File: config.mk
export PLATFORM = sky130hd
export DESIGN_NAME = fetch_stage
export DESIGN_NICKNAME = d
export VERILOG_FILES = /design/src/rtl/fetch_stage.sv
export SDC_FILE = /design/constraint.sdc
export NUM_CORES = 1
export LEC_CHECK = 0
export ABC_AREA = 1
export CORE_UTILIZATION = 50
export DETAILED_ROUTE_END_ITERATION = 12
export GPL_TIMING_DRIVEN = 0
export PLACE_DENSITY = 0.87
export SLEW_MARGIN = 10
export SYNTH_ARGS = -nofsm -noshare
export SYNTH_HDL_FRONTEND = slang
export SYNTH_SLANG_ARGS = --single-unit
File: constraint.sdc
create_clock -name clk -period 10.3 [get_ports clk]
set_clock_uncertainty 0.2 [all_clocks]
set_input_delay 2.06 -clock clk [delete_from_list [all_inputs] [get_ports clk]]
set_output_delay 2.06 -clock clk [all_outputs]
set_load 0.05 [all_outputs]
File: src/rtl/fetch_stage.sv
// Instruction-fetch stage: owns the fetch PC, absorbs the 1-cycle synchronous memory
// read latency and presents instruction, PC, PC+4 and a valid flag to decode.
module fetch_stage #(
    parameter int                     ADDR_WIDTH  = 32,
    parameter int                     INSTR_WIDTH = 32,
    parameter logic [ADDR_WIDTH-1:0]  RESET_PC    = '0,
    parameter logic [INSTR_WIDTH-1:0] NOP_INSTR   = INSTR_WIDTH'(32'h0000_0013)
) (
    input  logic                   clk,
    input  logic                   rst,
    input  logic                   StallF,
    input  logic                   PCSrcE,
    input  logic [ADDR_WIDTH-1:0]  PCTargetE,
    output logic [ADDR_WIDTH-1:0]  PCF,
    input  logic [INSTR_WIDTH-1:0] InstrF,
    output logic [INSTR_WIDTH-1:0] InstrD,
    output logic [ADDR_WIDTH-1:0]  PCD,
    output logic [ADDR_WIDTH-1:0]  PCPlus4D,
    output logic                   ValidD
);

    localparam logic [ADDR_WIDTH-1:0] PC_STEP = ADDR_WIDTH'(4);

    logic [ADDR_WIDTH-1:0]  pcf_q;
    logic [ADDR_WIDTH-1:0]  pc_q;
    logic                   valid_q;
    logic [INSTR_WIDTH-1:0] hold_q;
    logic                   hold_v_q;
    logic [ADDR_WIDTH-1:0]  target_aligned;

    // Target low bits are dropped; misalignment is reported elsewhere.
    assign target_aligned = {PCTargetE[ADDR_WIDTH-1:2], 2'b00};

    always_ff @(posedge clk or posedge rst) begin
        if (rst) begin
            pcf_q    <= RESET_PC;
            pc_q     <= RESET_PC;
            valid_q  <= 1'b0;
            hold_q   <= NOP_INSTR;
            hold_v_q <= 1'b0;
        end else if (PCSrcE) begin
            pcf_q    <= target_aligned;
            valid_q  <= 1'b0;
            hold_v_q <= 1'b0;
        end else if (StallF) begin
            // Memory re-reads PCF while stalled, so the live data is captured only once.
            if (!hold_v_q) begin
                hold_q   <= InstrF;
                hold_v_q <= 1'b1;
            end
        end else begin
            pcf_q    <= pcf_q + PC_STEP;
            pc_q     <= pcf_q;
            valid_q  <= 1'b1;
            hold_v_q <= 1'b0;
        end
    end

    assign PCF      = pcf_q;
    assign ValidD   = valid_q;
    assign InstrD   = !valid_q ? NOP_INSTR : (hold_v_q ? hold_q : InstrF);
    assign PCD      = pc_q;
    assign PCPlus4D = pc_q + PC_STEP;

endmodule

After elaboration in Yosys (flattened, before gate mapping)
Index checks and enable logic that the tools add are counted.
Operators by class
  $add $sub $neg: 2
  eq/ne operators: 1
  muxes and demuxes: 8
  bitwise logic cells: 2
  reductions and logical operators: 2
Operators by type and width (number)
  32-bit 2-to-1 mux: 4
  32-bit by 3-bit adder with 32-bit output (second input constant): 2
  1-bit 2-to-1 mux: 4
  2-bit AND reduction: 2
  2-bit by 1-bit != test with 1-bit output (second input constant): 1
  1-bit NOT: 2
Word-level totals
  register bits: 98
  bits of input ports: 68
  output and inout port bits: 129

Logic depth before layout (Yosys ltp)
Gate-level depths: netlist of run 1.
  depth in word-level cells: 3
  mapped depth: 10
  gate-level depth less buffers: 10

Worst setup path before layout of run 1
Ideal clock, no wire load.
  kind: input-to-output
  start point: input InstrF[2]
  end point: output InstrD[2]
  arrival time: 2781 ps
  data required time: 8040 ps
  path slack: 5259 ps
  stages: 2
  cells stage by stage: mux2i_1 -> nor2_1
Between the ends
  word-level cells in the longest chain between the ends: 2
Ends and longest elaborated chain
  start, declared: RTL line 15  | input logic [INSTR_WIDTH-1:0] InstrF,
  32-bit 2-to-1 mux
  32-bit 2-to-1 mux: RTL line 61  | assign InstrD = !valid_q ? NOP_INSTR : (hold_v_q ? hold_q : InstrF);
  end, declared: RTL line 16  | output logic [INSTR_WIDTH-1:0] InstrD,
Every way passes these cells.

Final worst setup path of run 1
  start point: input InstrF[18]
  end point: output InstrD[18]
Same word-level chain as after synthesis.

==> impl_metrics.prom, run 1 <==
# TYPE chip_impl_metric gauge
chip_impl_info{name="outcome",value="finished clean"} 1
chip_impl_metric{name="numClockSinks",unit=""} 94
chip_impl_metric{name="report.final.slew_viol_count",unit=""} 0
chip_impl_metric{name="synth_area",unit="um2"} 5710
chip_impl_metric{name="dr.first_iter.drc_count",unit=""} 620
chip_impl_metric{name="drc",unit=""} 0
chip_impl_metric{name="antenna_cells",unit=""} 0
chip_impl_metric{name="die-area",unit="um2"} 11900
chip_impl_metric{name="drive_gt1_frac",unit=""} 0.0848
chip_impl_metric{name="clock_path_buffers",unit=""} 2
chip_impl_metric{name="timing.final.setup_violations",unit=""} 0
chip_impl_info{name="startpoint_type",value="primary input"} 1
chip_impl_metric{name="row_count",unit=""} 38
chip_impl_info{name="ctsRootBufferMaster",value="clkbuf_16"} 1
chip_impl_metric{name="leakage",unit="nW"} 3.58
chip_impl_info{name="worst_hold_path_type",value="flop to flop"} 1
chip_impl_info{name="synth_ff_type",value="dfrtp_1"} 1
chip_impl_metric{name="timing.hold.worst_path_depth",unit=""} 2
chip_impl_metric{name="dpl.hpwl",unit="mm"} 13.8
chip_impl_metric{name="max-slew-margin-rel",unit=""} 0.565
chip_impl_metric{name="finish.utilization",unit=""} 0.738
chip_impl_info{name="most_used_cells_in_the_layout_excluding_fill_and_tap_cells",value="194 x nand2_1, 187 x clkdlybuf4s50_1, 91 x dfrtp_1, 81 x nor2_1, 72 x inv_1"} 1
chip_impl_metric{name="timing.critical_path.fanout_max",unit=""} 2
chip_impl_metric{name="layout.cell_area.non_filler",unit="um2"} 8100
chip_impl_info{name="setup_repair_after_global_routing_missed_its_margin",value="no"} 1
chip_impl_metric{name="numCtsBuffers",unit=""} 9
chip_impl_metric{name="power_per_unit_of_standard_cell_area",unit="nW/um2"} 164
chip_impl_metric{name="finalCriticalPeriod",unit="ns"} 5.84
chip_impl_metric{name="synth_cell_types",unit=""} 39
chip_impl_metric{name="count_of_vias_placed_by_the_detailed_router",unit=""} 6102
chip_impl_metric{name="grt_antenna_before_repair",unit=""} 0
chip_impl_metric{name="routabilityCongestion",unit=""} 0.933
chip_impl_metric{name="chipWidth",unit="um"} 109
chip_impl_metric{name="drt_pre_antenna_iters",unit=""} 6
chip_impl_metric{name="critical_path_required",unit="ns"} 8.04
chip_impl_metric{name="power",unit="mW"} 1.33
chip_impl_info{name="holdPathEnd",value="hold_q[1]$_DFFE_PP1P_"} 1
chip_impl_metric{name="met2_usage",unit=""} 0.498
chip_impl_metric{name="cp.arrival",unit="ns"} 3.58
chip_impl_metric{name="postCtsHoldBufs",unit=""} 0
chip_impl_metric{name="buffer_ports.inserted",unit=""} 187
chip_impl_metric{name="synth_enable_flop_cells",unit=""} 0
chip_impl_metric{name="post-route-period-util",unit=""} 0.567
chip_impl_metric{name="num_io_pins",unit=""} 197
chip_impl_metric{name="start_util",unit=""} 0.520
chip_impl_metric{name="floorplan.die.height",unit="um"} 109
chip_impl_metric{name="dp_cells",unit=""} 1091
chip_impl_metric{name="fin_cells",unit=""} 1107
chip_impl_metric{name="synthToLayoutAreaGrowth",unit="%"} 41.8
chip_impl_metric{name="setup-tns-final",unit="ns"} 0
chip_impl_metric{name="post_drt_via_cell_ratio",unit=""} 5.51
chip_impl_metric{name="wirelength",unit="mm"} 18.4
chip_impl_info{name="layout_commonest_cell",value="nand2_1"} 1
chip_impl_metric{name="globalRouteMet1Util",unit=""} 0.440
chip_impl_info{name="endpoint_kind",value="output port"} 1
chip_impl_metric{name="timing_worst_slew_pin_value",unit="ns"} 0.652
chip_impl_metric{name="grt_max_degree",unit=""} 50
chip_impl_metric{name="core_region_area",unit="um2"} 11000
chip_impl_metric{name="grt_util_met3",unit=""} 0.0460
chip_impl_metric{name="global_route_wire_length_before_repair",unit="mm"} 28.5
chip_impl_metric{name="grt_pass1_vias",unit=""} 5556
chip_impl_info{name="cts_tree",value="built"} 1
chip_impl_info{name="hold_start",value="hold_q[1]$_DFFE_PP1P_"} 1
chip_impl_metric{name="cap_violations",unit=""} 0
chip_impl_metric{name="postCtsSetupBuffers",unit=""} 0
chip_impl_metric{name="total_of_flip_flops_plus_latches_after_synthesis",unit=""} 94
chip_impl_metric{name="cts_max_level",unit=""} 3
chip_impl_metric{name="ir_worst_vdd",unit="mV"} 0.105
chip_impl_metric{name="dpl_cell_area",unit="um2"} 7810
chip_impl_metric{name="worstSkewPairLatency",unit="ns"} 0.34
chip_impl_info{name="regToRegEndpoint",value="PCF[30]$_DFFE_PP0N_"} 1
chip_impl_metric{name="timing.fmax",unit="MHz"} 171
chip_impl_metric{name="wl_per_cell",unit="um"} 16.6
chip_impl_metric{name="ys_seq_area_frac",unit=""} 0.412
chip_impl_metric{name="clk_pin_slew",unit="ns"} 0.07
chip_impl_metric{name="count_of_nets_after_finishing",unit=""} 1032
chip_impl_metric{name="cts_resized",unit=""} 0
chip_impl_info{name="r2r-start",value="PCF[3]$_DFFE_PP0N_"} 1
chip_impl_metric{name="syn_inst",unit=""} 758
chip_impl_metric{name="yosysWarningCount",unit=""} 0
chip_impl_metric{name="number_of_hold_slack_violations_in_the_final_timing_report",unit=""} 0
chip_impl_metric{name="r2r_slack",unit="ns"} 8.42
chip_impl_metric{name="antenna_left",unit=""} 0
chip_impl_metric{name="groute.usage.overall",unit=""} 0.315
chip_impl_metric{name="avgSynthCellArea",unit="um2"} 7.54
chip_impl_metric{name="ff2ff_path_depth",unit=""} 10
chip_impl_metric{name="grt.overflow.total",unit=""} 0
chip_impl_metric{name="synth_async_sr_flop_share",unit=""} 1.00
chip_impl_info{name="grt-busiest-layer",value="met2"} 1
chip_impl_info{name="worst-setup-path-type",value="primary input to output port"} 1
==> cell type report <==
class | instances | area [um2]
Multi-Input combinational cell | 555 | 2900
Fill cell | 867 | 2880
Sequential cell | 94 | 2360
Timing Repair Buffer | 188 | 1900
Inverter | 78 | 295
Clock buffer | 11 | 253
Buffer | 36 | 184
Tap cell | 140 | 175
Clock inverter | 5 | 41.3
==> flip-flops by register name (all words and copies together) (netlist names) <==
name      cells
PCD          30
hold_q       32
ValidD        1
hold_v_q      1
PCF          30
==> synth_stat cells (10+ instances only) <==
| master | instances | share of area |
|---|---|---|
| nand2_1 | 194 | 0.13 |
| nand3_1 | 50 | 0.044 |
| nand4_1 | 16 | 0.018 |
| nor3_1 | 19 | 0.017 |
| buf_2 | 18 | 0.016 |
| nor2_1 | 81 | 0.053 |
| o21ai_0 | 59 | 0.052 |
| a21oi_1 | 12 | 0.011 |
| dfrtp_1 | 91 | 0.40 |
| inv_1 | 73 | 0.048 |
| clkbuf_1 | 10 | 0.0066 |
| xor2_1 | 25 | 0.038 |
| mux2i_1 | 29 | 0.051 |
==> power breakdown <==
| group | internal, mW | switching, mW | leakage (nW) | total, mW |
|---|---|---|---|---|
| logic | 0.172 | 0.349 | 2.30 | 0.521 |
| clock network | 0.179 | 0.150 | 0.138 | 0.329 |
| registers | 0.419 | 0.0594 | 1.14 | 0.478 |
==> metrics by stage <==
stage               hold slack (ns)  worst slack (ns)
floorplan                     0.251              5.26
global placement              0.257              4.09
detailed placement            0.269              4.49
CTS                           0.276              4.47
global route                  0.291              4.42
finish                        0.275              4.46
==> how the worst max path moves through the flow <==
stage / end / depth (start not counted) / startpoint
after floorplan: InstrD[2] / 2 / InstrF[2]
after global routing: InstrD[29] / 4 / InstrF[29]
after detailed placement: InstrD[18] / 4 / InstrF[18]
final: InstrD[18] / 4 / InstrF[18]
after CTS: InstrD[29] / 4 / InstrF[29]
after global placement: PCF[6]$_DFFE_PP0N_ / 2 / rst
==> per-layer routing <==
metal | up-vias | part of all wire
li1 | 2861 | -
met1 | 2849 | 0.41
met2 | 354 | 0.47
met3 | 38 | 0.091
met4 | 0 | 0.024
met5 | - | 0
==> worst max-delay path: stages <==
cell             delay [ns]
clkdlybuf4s50_1        0.47
mux2i_1                0.10
nor2_1                 0.13
clkdlybuf4s50_1        0.82
==> kinds of logic (layout without fill, tap and decap cells) <==
family | after synthesis | after routing | synth area share
adder cells (fa/ha/maj) | 2 | 2 | 0.00438
AO/OA/AOI/OAI | 93 | 93 | 0.0891
buffers and inverters | 114 | 318 | 0.0834
flip-flops | 94 | 94 | 0.412
other | 1 | 6 | 0.000656
multiplexers | 29 | 29 | 0.0508
AND/OR/NAND/NOR | 399 | 399 | 0.319
XOR/XNOR | 26 | 26 | 0.0399
(Power assumes the default switching activity.)
==> run 2: changes to the inputs <==
--- a/config.mk
+++ b/config.mk
@@ -6,10 +6,10 @@
 export NUM_CORES = 1
 export LEC_CHECK = 0
 export ABC_AREA = 1
-export CORE_UTILIZATION = 50
+export CORE_UTILIZATION = 46
 export DETAILED_ROUTE_END_ITERATION = 12
 export GPL_TIMING_DRIVEN = 0
-export PLACE_DENSITY = 0.87
+export PLACE_DENSITY = 0.81
 export SLEW_MARGIN = 10
 export SYNTH_ARGS = -nofsm -noshare
 export SYNTH_HDL_FRONTEND = slang
==> constraint.sdc (replaced) <==
create_clock -name clk -period 5.9 [get_ports clk]
set_clock_uncertainty 0.2 [all_clocks]
set_input_delay 1.18 -clock clk [delete_from_list [all_inputs] [get_ports clk]]
set_output_delay 1.18 -clock clk [all_outputs]
set_load 0.05 [all_outputs]
==> impl_metrics.prom, run 2 (synthesis gave the netlist of run 1 again) <==
# TYPE chip_impl_metric gauge
chip_impl_info{name="outcome",value="finished clean"} 1
chip_impl_metric{name="post-route-worst-setup-slack",unit="ns"} 1.79
chip_impl_metric{name="drive_gt1_frac",unit=""} 0.0838
chip_impl_metric{name="n_fill_cell",unit=""} 1052
chip_impl_metric{name="die-area",unit="um2"} 12900
chip_impl_info{name="layout_commonest_cell",value="nand2_1"} 1
chip_impl_metric{name="clock_path_buffers",unit=""} 2
chip_impl_metric{name="leakage",unit="nW"} 3.59
chip_impl_metric{name="groute.usage.overall",unit=""} 0.299
chip_impl_info{name="setup_repair_after_global_routing_missed_its_margin",value="no"} 1
chip_impl_metric{name="setup-tns-final",unit="ns"} 0
chip_impl_info{name="endpoint_kind",value="output port"} 1
chip_impl_metric{name="post_drt_via_cell_ratio",unit=""} 5.27
chip_impl_info{name="startpoint_type",value="flop"} 1
chip_impl_metric{name="dpl_cell_area",unit="um2"} 7840
chip_impl_info{name="ctsRootBufferMaster",value="clkbuf_16"} 1
chip_impl_metric{name="antenna_cells",unit=""} 0
chip_impl_metric{name="finalCriticalPeriod",unit="ns"} 4.11
chip_impl_metric{name="drc",unit=""} 0
chip_impl_metric{name="postCtsSetupBuffers",unit=""} 0
chip_impl_metric{name="timing.critical_path.fanout_max",unit=""} 4
chip_impl_metric{name="floorplan.die.height",unit="um"} 113
chip_impl_metric{name="post-route-period-util",unit=""} 0.697
chip_impl_metric{name="cp.arrival",unit="ns"} 2.73
chip_impl_metric{name="dr.first_iter.drc_count",unit=""} 497
chip_impl_metric{name="num_io_pins",unit=""} 197
chip_impl_metric{name="numCtsBuffers",unit=""} 9
chip_impl_metric{name="grt_max_degree",unit=""} 52
chip_impl_info{name="worst-setup-path-type",value="flop to output port"} 1
chip_impl_metric{name="grt_pass1_vias",unit=""} 5619
chip_impl_metric{name="wl_per_cell",unit="um"} 16.4
chip_impl_metric{name="finish.utilization",unit=""} 0.675
chip_impl_metric{name="synthToLayoutAreaGrowth",unit="%"} 42.6
chip_impl_metric{name="ir_worst_vdd",unit="mV"} 0.127
chip_impl_metric{name="postCtsHoldBufs",unit=""} 0
chip_impl_metric{name="layout.cell_area.non_filler",unit="um2"} 8150
chip_impl_metric{name="preCtsSetupSlack",unit="ns"} 1.84
chip_impl_metric{name="largest_register_ff_count",unit=""} 32
chip_impl_metric{name="cap_violations",unit=""} 0
chip_impl_metric{name="buffer_ports.inserted",unit=""} 187
chip_impl_metric{name="drt_pre_antenna_iters",unit=""} 7
chip_impl_metric{name="count_of_nets_after_finishing",unit=""} 1032
chip_impl_metric{name="global_route_wire_length_before_repair",unit="mm"} 29.6
chip_impl_metric{name="report.final.slew_viol_count",unit=""} 0
chip_impl_metric{name="chipWidth",unit="um"} 113
chip_impl_metric{name="antenna_left",unit=""} 0
chip_impl_metric{name="count_of_vias_placed_by_the_detailed_router",unit=""} 5976
chip_impl_metric{name="start_util",unit=""} 0.474
chip_impl_metric{name="wirelength",unit="mm"} 18.6
chip_impl_metric{name="core_region_area",unit="um2"} 12100
chip_impl_metric{name="grt_antenna_before_repair",unit=""} 0
chip_impl_info{name="most_used_cells_in_the_layout_excluding_fill_and_tap_cells",value="194 x nand2_1, 187 x clkdlybuf4s50_1, 91 x dfrtp_1, 81 x nor2_1, 72 x inv_1"} 1
chip_impl_metric{name="timing_worst_slew_pin_value",unit="ns"} 0.651
chip_impl_metric{name="cts_resized",unit=""} 0
chip_impl_metric{name="power_per_unit_of_standard_cell_area",unit="nW/um2"} 287
chip_impl_metric{name="timing.fmax",unit="MHz"} 243
chip_impl_info{name="top_register",value="hold_q"} 1
chip_impl_info{name="cts_tree",value="built"} 1
chip_impl_metric{name="numClockSinks",unit=""} 94
chip_impl_metric{name="max-slew-margin-rel",unit=""} 0.566
chip_impl_metric{name="critical_path_required",unit="ns"} 4.52
chip_impl_metric{name="cts_max_level",unit=""} 3
chip_impl_metric{name="worstSkewPairLatency",unit="ns"} 0.34
chip_impl_metric{name="timing.final.setup_violations",unit=""} 0
chip_impl_metric{name="dpl.hpwl",unit="mm"} 14.4
chip_impl_metric{name="number_of_hold_slack_violations_in_the_final_timing_report",unit=""} 0
chip_impl_info{name="worst_hold_path_type",value="flop to flop"} 1
chip_impl_metric{name="grt.overflow.total",unit=""} 0
chip_impl_metric{name="routabilityCongestion",unit=""} 0.905
chip_impl_metric{name="row_count",unit=""} 40
chip_impl_metric{name="clk_pin_slew",unit="ns"} 0.07
## run 2: metrics by stage
step,cells,hold WS [ns],power [mW]
final,1135,0.272,2.33
after global routing,1135,0.295,2.43
after CTS,1135,0.274,2.34
after detailed placement,1119,0.263,1.75
after global placement,1118,0.259,1.73
after floorplan,763,0.251,1.41
## run 2: cell type report
cell class / instances / area, um2 / area share
inverters: 78 / 295 / 0.0363
repair buffers: 188 / 1900 / 0.233
clock inverters: 5 / 58.8 / 0.00722
flip-flops and latches: 94 / 2360 / 0.289
multi-input cells: 555 / 2900 / 0.356
clock buffers: 11 / 243 / 0.0298
plain buffers: 36 / 184 / 0.0226
well taps: 168 / 210 / 0.0258
## run 2: critical path, stage by stage (launching register included)
cell and delay (ns):
dfrtp_1 0.41, ha_1 0.24, nand2_1 0.11, nor2_1 0.24
inv_1 0.12, nor2_1 0.18, nand2_1 0.10, xor2_1 0.16
clkdlybuf4s50_1 0.83
## run 2: per-layer routing
metal	wire [um]	up-vias	global-route usage
met5	0	-	0
met4	363	0	0.101
met3	1250	27	0.0425
met2	8560	259	0.474
met1	8390	2821	0.423
li1	-	2869	-
## run 2: worst paths after layout
path / startpoint / to / slack, ns / cells after the start
min: hold_q[1]$_DFFE_PP1P_ / hold_q[1]$_DFFE_PP1P_ / 0.27 / 2
max in group asynchronous: rst / hold_q[4]$_DFFE_PP1P_ / 3.76 / 3
max: PCD[3]$_DFFE_PP0P_ / PCPlus4D[30] / 1.79 / 8
min in group asynchronous: rst / hold_q[2]$_DFFE_PP0P_ / 1.05 / 2
max reg2reg: PCF[3]$_DFFE_PP0N_ / PCF[20]$_DFFE_PP0N_ / 3.98 / 8
min reg2reg: hold_q[1]$_DFFE_PP1P_ / hold_q[1]$_DFFE_PP1P_ / 0.27 / 2
## run 2: where the power goes
group | internal (mW) | switching, mW
clock | 0.340 | 0.252
combinational | 0.300 | 0.609
sequential | 0.732 | 0.102
